$ cat config.mk
export PLATFORM = sky130hd
export DESIGN_NAME = round_sequencer
export DESIGN_NICKNAME = d
export VERILOG_FILES = /design/src/rtl/round_sequencer.sv
export SDC_FILE = /design/constraint.sdc
export NUM_CORES = 1
export LEC_CHECK = 0
export ABC_AREA = 1
export CELL_PAD_IN_SITES_DETAIL_PLACEMENT = 0
export CELL_PAD_IN_SITES_GLOBAL_PLACEMENT = 1
export CORE_ASPECT_RATIO = 1.5
export CORE_MARGIN = 4
export CORE_UTILIZATION = 33
export DETAILED_ROUTE_END_ITERATION = 7
export GPL_TIMING_DRIVEN = 0
export PLACE_DENSITY_LB_ADDON = 0.2
export SKIP_LAST_GASP = 1
export SLEW_MARGIN = 30
export SYNTH_ARGS = -nofsm -noshare
export SYNTH_HDL_FRONTEND = slang
export SYNTH_SLANG_ARGS = --single-unit
$ cat constraint.sdc
create_clock -name Clk100M -period 1.45 [get_ports Clk100M]
set_input_delay 0.435 -clock Clk100M [delete_from_list [all_inputs] [get_ports Clk100M]]
set_output_delay 0.435 -clock Clk100M [all_outputs]
set_load 0.05 [all_outputs]
$ cat src/rtl/round_sequencer.sv
// round_sequencer
//
// Sequences one quiz level through four timed periods (prelim, game, answer,
// post), then waits in JUDGE for the judge result. A pass advances the level;
// a pass on the last level or any loss ends the game in OVER.
//
// Ports
//   Clk100M        in   sole clock, rising edge
//   reset          in   asynchronous, active-high reset
//   tick1Hz        in   one-cycle enable, once per second
//   startBtn       in   start request (honoured in IDLE and OVER only)
//   judgeValid     in   judge result strobe (honoured in JUDGE only)
//   judgeWin       in   1 = level passed, 0 = lost
//   pause          in   freezes the period timer (ROUND_SEQ_PAUSE_EN only)
//   pre/game/answer/post   out  one-hot period indicators
//   startGen/stopGen/stopCount/levelComplete  out  one-cycle entry pulses
//   secsLeft       out  seconds remaining in the current period
//   curLevel       out  current level index, 0-based
//   gameOver       out  game has ended
//   gameWon        out  outcome, valid while gameOver=1
//
// Optional feature: define ROUND_SEQ_PAUSE_EN to add the pause input.
//
// state   | meaning
// --------+---------------------------------------------
// IDLE    | after reset, waiting for startBtn
// PRE     | prelim period, PRE_SECS ticks
// GAME    | game period, GAME_SECS ticks
// ANSWER  | answer period, ANS_SECS ticks
// POST    | post period, POST_SECS ticks
// JUDGE   | waiting for judgeValid
// OVER    | game finished, waiting for startBtn

module round_sequencer #(
  parameter int PRE_SECS   = 3,
  parameter int GAME_SECS  = 10,
  parameter int ANS_SECS   = 5,
  parameter int POST_SECS  = 3,
  parameter int CNT_W      = 4,
  parameter int NUM_LEVELS = 8,
  parameter int LVL_W      = 4
) (
  input  logic             Clk100M,
  input  logic             reset,
  input  logic             tick1Hz,
  input  logic             startBtn,
  input  logic             judgeValid,
  input  logic             judgeWin,
`ifdef ROUND_SEQ_PAUSE_EN
  input  logic             pause,
`endif
  output logic             pre,
  output logic             game,
  output logic             answer,
  output logic             post,
  output logic             startGen,
  output logic             stopGen,
  output logic             stopCount,
  output logic             levelComplete,
  output logic [CNT_W-1:0] secsLeft,
  output logic [LVL_W-1:0] curLevel,
  output logic             gameOver,
  output logic             gameWon
);

  typedef enum logic [2:0] {
    S_IDLE, S_PRE, S_GAME, S_ANSWER, S_POST, S_JUDGE, S_OVER
  } state_t;

  localparam logic [CNT_W-1:0] PRE_LD  = CNT_W'(PRE_SECS);
  localparam logic [CNT_W-1:0] GAME_LD = CNT_W'(GAME_SECS);
  localparam logic [CNT_W-1:0] ANS_LD  = CNT_W'(ANS_SECS);
  localparam logic [CNT_W-1:0] POST_LD = CNT_W'(POST_SECS);
  localparam logic [CNT_W-1:0] ONE     = CNT_W'(1);
  localparam logic [LVL_W-1:0] LAST_LVL = LVL_W'(NUM_LEVELS - 1);

  state_t           state_q;
  logic             pre_q, game_q, answer_q, post_q;
  logic             start_gen_q, stop_gen_q, stop_count_q, level_complete_q;
  logic [CNT_W-1:0] secs_q;
  logic [LVL_W-1:0] level_q;
  logic             over_q, won_q;

  // A tick seen while paused is simply dropped, never remembered.
  logic tick_en;
`ifdef ROUND_SEQ_PAUSE_EN
  assign tick_en = tick1Hz & ~pause;
`else
  assign tick_en = tick1Hz;
`endif

  // Terminal count of the current timed period.
  logic secs_last;
  assign secs_last = (secs_q == ONE);

  always_ff @(posedge Clk100M or posedge reset) begin
    if (reset) begin
      state_q          <= S_IDLE;
      pre_q            <= 1'b0;
      game_q           <= 1'b0;
      answer_q         <= 1'b0;
      post_q           <= 1'b0;
      start_gen_q      <= 1'b0;
      stop_gen_q       <= 1'b0;
      stop_count_q     <= 1'b0;
      level_complete_q <= 1'b0;
      secs_q           <= '0;
      level_q          <= '0;
      over_q           <= 1'b0;
      won_q            <= 1'b0;
    end else begin
      start_gen_q      <= 1'b0;
      stop_gen_q       <= 1'b0;
      stop_count_q     <= 1'b0;
      level_complete_q <= 1'b0;

      case (state_q)
        S_IDLE: begin
          // A coincident tick is not applied to the freshly loaded count.
          if (startBtn) begin
            state_q <= S_PRE;
            pre_q   <= 1'b1;
            secs_q  <= PRE_LD;
          end
        end

        S_PRE: begin
          if (tick_en) begin
            if (secs_last) begin
              state_q     <= S_GAME;
              pre_q       <= 1'b0;
              game_q      <= 1'b1;
              secs_q      <= GAME_LD;
              start_gen_q <= 1'b1;
            end else begin
              secs_q <= secs_q - ONE;
            end
          end
        end

        S_GAME: begin
          if (tick_en) begin
            if (secs_last) begin
              state_q    <= S_ANSWER;
              game_q     <= 1'b0;
              answer_q   <= 1'b1;
              secs_q     <= ANS_LD;
              stop_gen_q <= 1'b1;
            end else begin
              secs_q <= secs_q - ONE;
            end
          end
        end

        S_ANSWER: begin
          if (tick_en) begin
            if (secs_last) begin
              state_q      <= S_POST;
              answer_q     <= 1'b0;
              post_q       <= 1'b1;
              secs_q       <= POST_LD;
              stop_count_q <= 1'b1;
            end else begin
              secs_q <= secs_q - ONE;
            end
          end
        end

        S_POST: begin
          if (tick_en) begin
            if (secs_last) begin
              state_q          <= S_JUDGE;
              post_q           <= 1'b0;
              secs_q           <= '0;
              level_complete_q <= 1'b1;
            end else begin
              secs_q <= secs_q - ONE;
            end
          end
        end

        S_JUDGE: begin
          if (judgeValid) begin
            if (judgeWin && (level_q != LAST_LVL)) begin
              state_q <= S_PRE;
              pre_q   <= 1'b1;
              secs_q  <= PRE_LD;
              level_q <= level_q + LVL_W'(1);
            end else begin
              // Either the final level was passed or the level was lost.
              state_q <= S_OVER;
              over_q  <= 1'b1;
              won_q   <= judgeWin;
            end
          end
        end

        S_OVER: begin
          if (startBtn) begin
            state_q <= S_PRE;
            pre_q   <= 1'b1;
            secs_q  <= PRE_LD;
            level_q <= '0;
            over_q  <= 1'b0;
            won_q   <= 1'b0;
          end
        end

        default: begin
          state_q <= S_IDLE;
          pre_q   <= 1'b0;
          game_q  <= 1'b0;
          answer_q <= 1'b0;
          post_q  <= 1'b0;
          secs_q  <= '0;
        end
      endcase
    end
  end

  assign pre           = pre_q;
  assign game          = game_q;
  assign answer        = answer_q;
  assign post          = post_q;
  assign startGen      = start_gen_q;
  assign stopGen       = stop_gen_q;
  assign stopCount     = stop_count_q;
  assign levelComplete = level_complete_q;
  assign secsLeft      = secs_q;
  assign curLevel      = level_q;
  assign gameOver      = over_q;
  assign gameWon       = won_q;

endmodule

==> metrics.txt, run 1 <==
Initial Utilization 34.2%; failing checks negative setup slack; Yosys cell types 24; layout cells sized above 1 a little over two fifths; Worst-Skew Late Latency around 0.26 ns; clk slew on worst S/H paths approximately 0.080 ns; hold endpoint pre; initial antenna violation count 0; Avg Cell Area, Syn 7.28 sq um; Die ar. 0.00517 sq mm; gp weighted congestion between 0.8 and 0.9; Top FF cell, synth dfrtp_1; core area between 0.003 and 0.004 sq mm; Yosys top cell by area dfrtp_1; first-pass GRT wire length 6050 um; total clock sinks 21; Cell Rows 28; Worst Path Buf+Inv 2; Hold WC Path Type reg2reg; DRC 0; Layout Nets 238; total gr overflow 0; delay-heaviest family, CP simple AND/OR/NAND/NOR gates; pre-CTS WS -0.310 ns; vias post-DR roughly 1400; CTS tree built; power density over cell area 2420 mW/mm^2; H-tree depth 1; WHS Path Cells 2; Setup TNS -0.00748 ns; crit path capture type flop; Synth top area share between 30% and 40%; Seq/Total Area, Yosys between 30% and 40%; largest net degree at the start of global routing 22; period utilization 101%; cell area after synthesis 0.00134 sq mm; Post-synth EDFFs 0; Avg Vias per Cell 4.99; # setup viols final 1; Die W 60.0 um; Yosys Warn Count 0; Final WS setup -0.00748 ns; Max Cap Violations 0; worst path required time between 1.5 and 2 ns; vias in the first global route between 1000 and 1500; top-count cell post-synth nand2_1; Fmax achieved 0.686 GHz; Iteration-0 DRC Markers 34; hold buffers post-CTS 0; Area contributors post-synth dfrtp_1 (39%), nand2_1 (16%), nand3_1 (10%); DRT Wirelength between 3000 and 4000 um; Fin. Hold Viols 0; FF-to-FF path depth 8; Antenna diodes 0; Relative slew margins 44.5%; Clock Skew 0.00573 ns; commonest cells in the netlist nand2_1 (57), nand3_1 (27), dfrtp_1 (21), inv_1 (14), nor2_1 (12); Yosys reg bits 21; R2R Path End state_q[0]; HP Start pre; R2R Path Start state_q[0]; DIE HEIGHT around 86 um; Area Growth Syn to Fin 45.1%; DR pass1 iterations 4; CP startpoint kind flop; Total Routing Usage GR between 15 and 20%; CP max stage cell dfrtp_2; CP cell instances buf_4 -> nand3_2 -> nor2_4 -> buf_4 -> nor2_1 -> nand3_1 -> nand2_1 -> nand2_1; max-slew violation count 0; WP data arrival 1.61 ns; PortBufs 23; RSZ-0062 raised after global routing yes; Synth Net Count 194; Leak roughly 0.99 nW; Worst path max stage delay about 0.45 ns; Root Buffer clkbuf_8; status complete, but fails checks; worst slew pin tran ~0.83 ns; CP Class reg2reg; ANT nets after route 0; Post-Synthesis Cells ~180; Num CTS Buffers 3; Peak VDD IR 1.21 mV; Clock Path Buffers 2; I/O pins 24; Final HPWL DP ~2600 um; fin crit period approximately 1.5 ns; WL per Instance between 10 and 15 um; R2R Setup Slk -0.007 ns; Post-synth ARST share between 90% and 100%; crit-path max FO 4
-- stage by stage --
stage,cell area [sq um],power [mW],hold WS [ns],util [%],cells
2_1_floorplan,1370,3.05,0.411,-,184
3_3_place_gp,1660,3.78,0.460,42.3,252
3_5_place_dp,1660,3.79,0.471,42.3,252
4_1_cts,1780,4.33,0.494,45.4,264
5_1_grt,1940,5.12,0.508,49.6,272
6_report,1940,4.70,0.481,49.6,272
-- sequential cells by signal, indices dropped and copies added, names as in the netlist --
name	cells
levelComplete	1
pre	1
answer	1
curLevel	4
stopCount	1
post	1
game	1
startGen	1
gameOver	1
state_q	3
stopGen	1
secsLeft	4
gameWon	1
-- worst min-delay path, stage by stage, from the launching register on --
cell and delay (ns):
dfrtp_1 0.35, nand2_1 0.05, nand2_1 0.05
-- cells by family (layout without fill, tap and decap cells) --
| group | Yosys count | in the layout | synth area share (%) |
|---|---|---|---|
| compound gates | 18 | 18 | 7.38 |
| xor+xnor | 2 | 2 | 1.31 |
| fa+ha+maj | 4 | 4 | 4.30 |
| buf+inv | 22 | 65 | 7.75 |
| flops | 21 | 21 | 39.2 |
| simple gates | 117 | 117 | 40.1 |
-- worst max-delay path by stage --
stage | depth (start not counted) | end | start | slack, ns
3_3_place_gp | 6 | pre | tick1Hz | -0.32
5_1_grt | 8 | state_q[0] | state_q[0] | -0.12
2_1_floorplan | 7 | secsLeft[2] | secsLeft[0] | 0.001
4_1_cts | 1 | curLevel[2] | curLevel[2] | -0.1
6_report | 8 | state_q[0] | state_q[0] | -0.007
3_5_place_dp | 6 | pre | tick1Hz | -0.31
-- cell type report --
type	instances	area, sq um
fillers	388	1980
multi-input cells	141	881
flip-flops and latches	21	536
repair buffers	39	312
inverters	19	81.3
well taps	45	56.3
clock buffers	4	45.0
plain buffers	3	33.8
-- report_power, final --
part | internal, mW | switching [mW]
logic | 1.16 | 2.13
clock network | 0.196 | 0.201
registers | 0.811 | 0.202
total | 2.16 | 2.53
-- cell usage in the layout (no fill, tap or decap), types with 2 or more instances in the layout --
master / instances
nor2_1: 8
nand3_2: 4
inv_2: 7
a21oi_4: 2
nand3_4: 2
nor2_4: 6
o21ai_1: 7
inv_1: 10
clkdlybuf4s15_2: 5
clkdlybuf4s50_1: 3
dlymetal6s2s_1: 2
nand4_1: 3
buf_4: 16
o21ai_0: 5
ha_4: 2
dfrtp_1: 13
nand2_4: 5
nor2_2: 4
buf_6: 3
nand3_1: 24
nand2_1: 49
clkbuf_8: 3
xor2_1: 2
nand2_2: 10
dfrtp_2: 8
buf_2: 12
-- layer usage --
layer  share of wire [%]  track usage, %  vias to the layer above
li1                    -               -                      681
met1                  40            17.5                      643
met3                 2.6            2.26                        9
met2                  55            26.6                       23
met4                 2.8            7.46                        0
met5                   0               0                        -
-- what timing repair did --
item                       4_1_cts  5_1_grt
pin swaps                        2        9
hold endpoints to repair         0        0
setup endpoints to repair       28       22
resized for setup               77       49
buffers inserted                 8        8
(Power assumes the default switching activity.)
==> run 2: changes to the inputs <==
ABC_AREA = not set   (was 1)
CORE_UTILIZATION = 36   (was 33)
==> metrics.txt, run 2 <==
Initial Utilization 38.2% (was 34.2%); failing checks negative setup slack (unchanged); max-slew violation count 0 (unchanged); cell area after synthesis 0.00143 sq mm (was 0.00134 sq mm); commonest non-fill, non-tap cell in the layout buf_4 (was nand2_1); total clock sinks 21 (unchanged); worst slew pin tran 0.810 ns (was 0.831 ns); WP data arrival 1.93 ns (was 1.61 ns); Iteration-0 DRC Markers 73 (was 34); initial antenna violation count 0 (unchanged); Fin. Hold Viols 0 (unchanged); Final HPWL DP 2930 um (was 2650 um); WL per Instance 18.9 um (was 13.6 um); commonest cells in the netlist dfrtp_1 (21), a21oi_1 (10), nor2_1 (10), o21ai_0 (10) (was nand2_1 (57), nand3_1 (27), dfrtp_1 (21), inv_1 (14), nor2_1 (12)); Post-synth EDFFs 0 (unchanged); Top FF cell, synth dfrtp_1 (unchanged); Avg Cell Area, Syn 9.18 sq um (was 7.28 sq um); status complete, but fails checks (unchanged); power density over cell area 2240 mW/mm^2 (was 2420 mW/mm^2); CP max stage cell dfrtp_2 (unchanged); DR pass1 iterations 4 (unchanged); Num CTS Buffers 3 (unchanged); Post-Layout Cell Count 252 (was 272); Peak VDD IR 1.34 mV (was 1.21 mV); vias in the first global route 1498 (was 1353); R2R Setup Slk -0.30 ns (was -0.007 ns); fin crit period 1.75 ns (was 1.46 ns); Antenna diodes 0 (unchanged); commonest non-fill, non-tap cells in the layout buf_4 (18), buf_6 (14), dfrtp_1 (11) (was nand2_1 (49), nand3_1 (24), buf_4 (16)); Max Cap Violations 0 (unchanged); Leak 0.870 nW (was 0.991 nW); FF-to-FF path depth 7 (was 8); Yosys cell types 58 (was 24); Layout Nets 220 (was 238); Die ar. 0.00507 sq mm (was 0.00517 sq mm); Total Routing Usage GR 19.1% (was 15.3%); PortBufs 23 (unchanged); placed cells 222 (was 252); RSZ-0062 raised after global routing yes (unchanged); layout cells sized above 1 52.6% (was 41.9%); I/O pins 24 (unchanged); Yosys top cell by area dfrtp_1 (unchanged); CTS tree built (unchanged); Root Buffer clkbuf_8 (unchanged); Clock Skew 0.00315 ns (was 0.00573 ns); Worst path max stage delay 0.41 ns (was 0.45 ns); WHS Path Cells 1 (was 2); Cell Rows 27 (was 28); period utilization 121% (was 101%); total power 4.99 mW (was 4.70 mW); Post-DP Area 0.00178 sq mm (was 0.00166 sq mm); crit-path max FO 7 (was 4); top-count cell post-synth dfrtp_1 (was nand2_1); Clock Path Buffers 2 (unchanged); Worst-Skew Late Latency 0.27 ns (was 0.26 ns); core area 0.00375 sq mm (was 0.00392 sq mm); DRT Wirelength 4770 um (was 3700 um); Yosys reg bits 21 (unchanged); gp weighted congestion 0.843 (was 0.846); largest net degree at the start of global routing 22 (unchanged); worst path required time 1.63 ns (was 1.60 ns); Filler Cells Inserted 330 (was 388); Avg Vias per Cell 6.00 (was 4.99); delay-heaviest family, CP compound AO/OA/AOI/OAI gates (was simple AND/OR/NAND/NOR gates); Synth Net Count 166 (was 194); final core utilization 59.3% (was 49.6%); Hold WC Path Type reg2reg (unchanged); crit path capture type flop (unchanged); Worst Path Buf+Inv 2 (unchanged); H-tree depth 1 (unchanged); CP cell instances inv_2 -> ha_4 -> or3b_1 -> buf_6 -> a311o_1 -> o311a_1 -> o32ai_2 (was buf_4 -> nand3_2 -> nor2_4 -> buf_4 -> nor2_1 -> nand3_1 -> nand2_1 -> nand2_1); Yosys Warn Count 0 (unchanged); Area contributors post-synth dfrtp_1 (37%), a21oi_1 (3.5%), nand2b_1 (3.5%) (was dfrtp_1 (39%), nand2_1 (16%), nand3_1 (10%)); Area Growth Syn to Fin 55.2% (was 45.1%); vias post-DR 1513 (was 1356); ANT nets after route 0 (unchanged); CP startpoint kind flop (unchanged); DRC 0 (unchanged); Die W 59.5 um (was 60.0 um); CP Class reg2reg (unchanged); Setup TNS -3.87 ns (was -0.00748 ns); Synth top area share 36.7% (was 39.2%); cell area after layout 0.00222 sq mm (was 0.00194 sq mm); # setup viols final 17 (was 1); CP Depth 7 (was 8); first-pass GRT wire length 7430 um (was 6050 um); clk slew on worst S/H paths 0.08 ns (about the same); DIE HEIGHT 85.3 um (was 86.0 um); Final WS setup -0.303 ns (was -0.00748 ns); Post-synth ARST share 100% (unchanged); Relative slew margins 45.6% (was 44.5%); Post-Synthesis Cells 156 (was 184); Seq/Total Area, Yosys 36.7% (was 39.2%); total gr overflow 0 (unchanged); Fmax achieved 0.570 GHz (was 0.686 GHz)
[run 2: cell types whose count changed after synthesis, moves of 6 or more]
| cell | previous run | this run |
|---|---|---|
| nand2_2 | 7 | 0 |
| o21ai_1 | 6 | 0 |
| nand2b_1 | 0 | 8 |
| a21oi_1 | 3 | 10 |
| nand2_1 | 57 | 8 |
| nand3_1 | 27 | 2 |
| inv_1 | 14 | 8 |
| nor2_2 | 6 | 0 |
[run 2: cell families (layout without fill, tap and decap cells)]
group                      Yosys count  after routing  synth area share [%]
DFF                                 21             21                  36.7
and+or+nand+nor                     53             53                  21.8
adders and majority gates            4              4                  4.02
buffers and inverters               19             72                  6.99
muxes                                2              2                  1.48
AOI/OAI and AO/OA                   55             55                  27.8
xor gates and xnor gates             2              2                  1.22
[run 2: power by group]
group	leakage [nW]	internal, mW	total (mW)	switching (mW)
logic	0.610	1.58	3.58	2.00
clock network	0.0255	0.192	0.411	0.219
registers	0.235	0.777	0.995	0.218
[run 2: path summary, 6_finish.rpt]
check | startpoint | endpoint
max in group asynchronous | reset | state_q[2]
min | gameWon | gameWon
min reg2reg | gameWon | gameWon
min in group asynchronous | reset | gameWon
max | secsLeft[1] | secsLeft[0]
max reg2reg | secsLeft[1] | secsLeft[0]
[run 2: cell type report]
cell class                      count  area, sq um  area share, %
Buffer                             10         83.8           3.77
Tap cell                           43         53.8           2.42
Multi-Input combinational cell    116         1040           46.7
Sequential cell                    21          538           24.2
Timing Repair Buffer               49          424           19.1
Clock buffer                        3         41.3           1.86
Clock inverter                      1         5.00          0.225
Inverter                            9         38.8           1.74
[run 2: through the flow]
stage / hold WS (ns) / setup WS (ns)
2_1_floorplan: 0.411 / -0.429
6_report: 0.523 / -0.303
3_5_place_dp: 0.510 / -0.822
5_1_grt: 0.545 / -0.376
3_3_place_gp: 0.488 / -0.812
4_1_cts: 0.525 / -0.320
[run 2: timing repair]
| item | in CTS | in global routing |
|---|---|---|
| hold buffers | 0 | 0 |
| gates cloned | 1 | 0 |
| gates resized for setup | 107 | 52 |
| buffers inserted | 18 | 7 |
| pin swaps | 13 | 12 |
| endpoints found under the setup margin | 37 | 26 |
[run 2: metal layers]
metal	track usage (%)	wire, um	vias up
li1	-	-	699
met4	7.06	87	0
met3	2.28	201	10
met1	22.4	1940	764
met5	0	0	-
met2	34.1	2540	40
==> RTL change, RTL diff (settings of run 1) <==
The option `ROUND_SEQ_PAUSE_EN` is turned on by a define.
--- a/src/rtl/round_sequencer.sv
+++ b/src/rtl/round_sequencer.sv
@@ -31,4 +31,6 @@
 // JUDGE   | waiting for judgeValid
 // OVER    | game finished, waiting for startBtn
+
+`define ROUND_SEQ_PAUSE_EN
 
 module round_sequencer #(
Interface: changed (added pause); port bits go from 24 to 25. The function was not compared with the original's and may differ.
==> RTL change against run 1 <==
  * The run still ends with negative setup slack left
  * Power is 8.5% higher
  * Final area is 7.8% higher
  * Non-clock buffer count increased by 8
  * Cell count grew 5.1%
  * Sequential cell count stayed put
  * Count of clock-buffer cells in the layout fell by 1
  * Synthesized area grew 5.8%
  * Routed wire length is 4.7% higher
  * Worst setup slack got worse by 16 ps
  * First-iteration DRC count is 18% lower
  * Combinational power grew 11%
  * Critical path depth shrank 6
==> RTL change: results (changes against run 1) <==
The initial antenna violation count is 0 (unchanged). The average wire length per cell after detail routing is 13.55 um (-0.42%). The maximum VDD drop came to 0.001238 V (+2.5%). The TritonCTS buffer count is 3 (unchanged). The depth of the worst register-to-register path came to 8 (unchanged). Counting instances in the post-synthesis netlist gives the leading cell types as nand2_1, dfrtp_1, nand3_1. Among all flip-flop cells after synthesis, the most frequent one is dfrtp_1. The largest buffer count on any clock path is 2 (unchanged). The count of routing violations after the opening detailed-route iteration is 28 (-18%). The number of global-route vias before repair is 1373 (+1.5%). The count of buffers inserted at the top-level ports is 24 (+4.3%). The final net count came out at 253 (+6.3%). The quantity of gates resized following cts was 82 (+6.5%).

The share of synthesized area occupied by flip-flops and latches was 0.3707 (-0.02146). The most critical setup path has its startpoint at curLevel[1]. The worst hold path depth is 2 (unchanged).

The met2 routed wirelength came out at 2107 um (+3.7%). The run finished, with violations left. The antenna diode count was 0 (unchanged). The checks that failed: negative setup slack.

The worst setup slack after layout is -23.60 ps (-16.12 ps). The terminus of the critical flop-to-flop path is state_q[2]. The total cell area at the placement stage came out at 1759 sq um (+6.1%). The number of post-CTS setup repair buffers was 10 (+2).

The share of async-settable or async-resettable flops after synthesis was 1.000 (unchanged). The CTS H-tree depth is 1 (unchanged). The final estimated routing congestion in global placement was 0.9010 (+6.6%). The ratio of cells with drive above 1 in the final layout was 0.4689 (+0.05038). The biggest fanout along the worst timing path came out at 3 (-1).

The type of the worst min-delay path is flip-flop to flip-flop. The number of vias per cell came out at 4.853 (-2.7%). The overall global routing resource usage is 0.1536 (+0.0009537). The post-route clock skew is 3.330 ps (-2.397 ps). The path with the worst hold slack has its endpoint at pre. The slack of the worst reg-to-reg path came out at 10 ps (+20 ps). The met1 routed wirelength after detailed routing is 1563 um (+6.3%). The critical register-to-register path startpoint is state_q[1]. The post-route setup TNS came out at -23.60 ps (-16.12 ps). The total die area came out at 5430 sq um (+5.1%). The post-synth net total is 201 (+3.6%). The first-pass GRT wire length is 6127 um (+1.3%).

The setup-violating endpoint count in the final report is 1 (unchanged). The total iterations of the first detailed-routing run came to 2 (-2). The total half-perimeter wirelength after legalization and detailed placement is 2747 um (+3.7%). The clock-pin transition on the worst setup and hold timing paths came out at 80 ps (about the same). The transition at the pin with the smallest max-transition slack is 823.7 ps (-7.781 ps).

The worst endpoint data arrival time is 1040 ps (-570 ps). The count of synthesis-stage warnings from yosys is 0 (unchanged). After detailed routing, no signal wire sits above met4. The source-to-sink clock delay at the later pin of the worst-skew pair came out at 270 ps. The static power due to leakage is 1.061 nW (+7.0%).

The pin count of the biggest net entering global routing came out at 22 (unchanged). Yosys attributes the largest share of cell area to dfrtp_1, nand2_1, nand3_1. The unique cell type count in the Yosys netlist is 30 (+25%).

The startpoint identified for the worst hold timing path is pre. The routed length on met3 is 128 um (+35%).
## RTL change: worst max path at each step
stage                       end  slack [ps]  cells past startpoint
global placement     state_q[2]        -570                      8
CTS                 curLevel[2]        -110                      1
floorplan                   pre           1                      9
detailed placement   state_q[0]        -570                      8
global route        secsLeft[2]         -60                     10
finish              curLevel[1]         -20                      2
## RTL change: kinds of logic (layout without fill, tap and decap cells)
family,count (synthesis),in the layout,share of synthesized area
and+or+nand+nor,112,112,0.3936
AOI/OAI and AO/OA,24,24,0.1006
adders and majority gates,4,4,0.04060
DFF,21,21,0.3707
buffers and inverters,27,78,0.08208
xor gates and xnor gates,2,2,0.01236
## RTL change: area by class of cell
cell class                 count  area, sq um
multi-input combinational    142        934.6
clock buffer                   3        41.29
fill                         403         1968
buffer                         3        33.78
clock inverter                 1        5.005
timing repair buffer          47        387.9
tap                           45        56.30
inverter                      24        100.1
sequential                    21        536.8
## RTL change: power breakdown
group	switching [W]	total [W]	internal (W)
Clock	0.000208	0.000400	0.000192
Sequential	0.000218	0.00104	0.000818
Combinational	0.00228	0.00366	0.00137
## RTL change: routing by layer
layer / vias up / global-route usage
met4: 0 / 0.06371
met5: - / 0
met1: 648 / 0.1724
met2: 27 / 0.2812
met3: 5 / 0.01752
li1: 708 / -
## RTL change: worst max-delay path, stage by stage, from the launching register on
cell	delay, ps
dfrtp_2	440
buf_4	150
buf_4	180
## RTL change: stage by stage
step                worst slack [ps]    util  instances  hold slack (ps)
global route                  -61.59  0.5157        286            529.6
floorplan                      1.233       -        190            411.0
CTS                           -113.3  0.4667        273            486.9
detailed placement            -573.9  0.4329        259            464.3
global placement              -566.4  0.4329        259            466.8
finish                        -23.60  0.5157        286            474.1
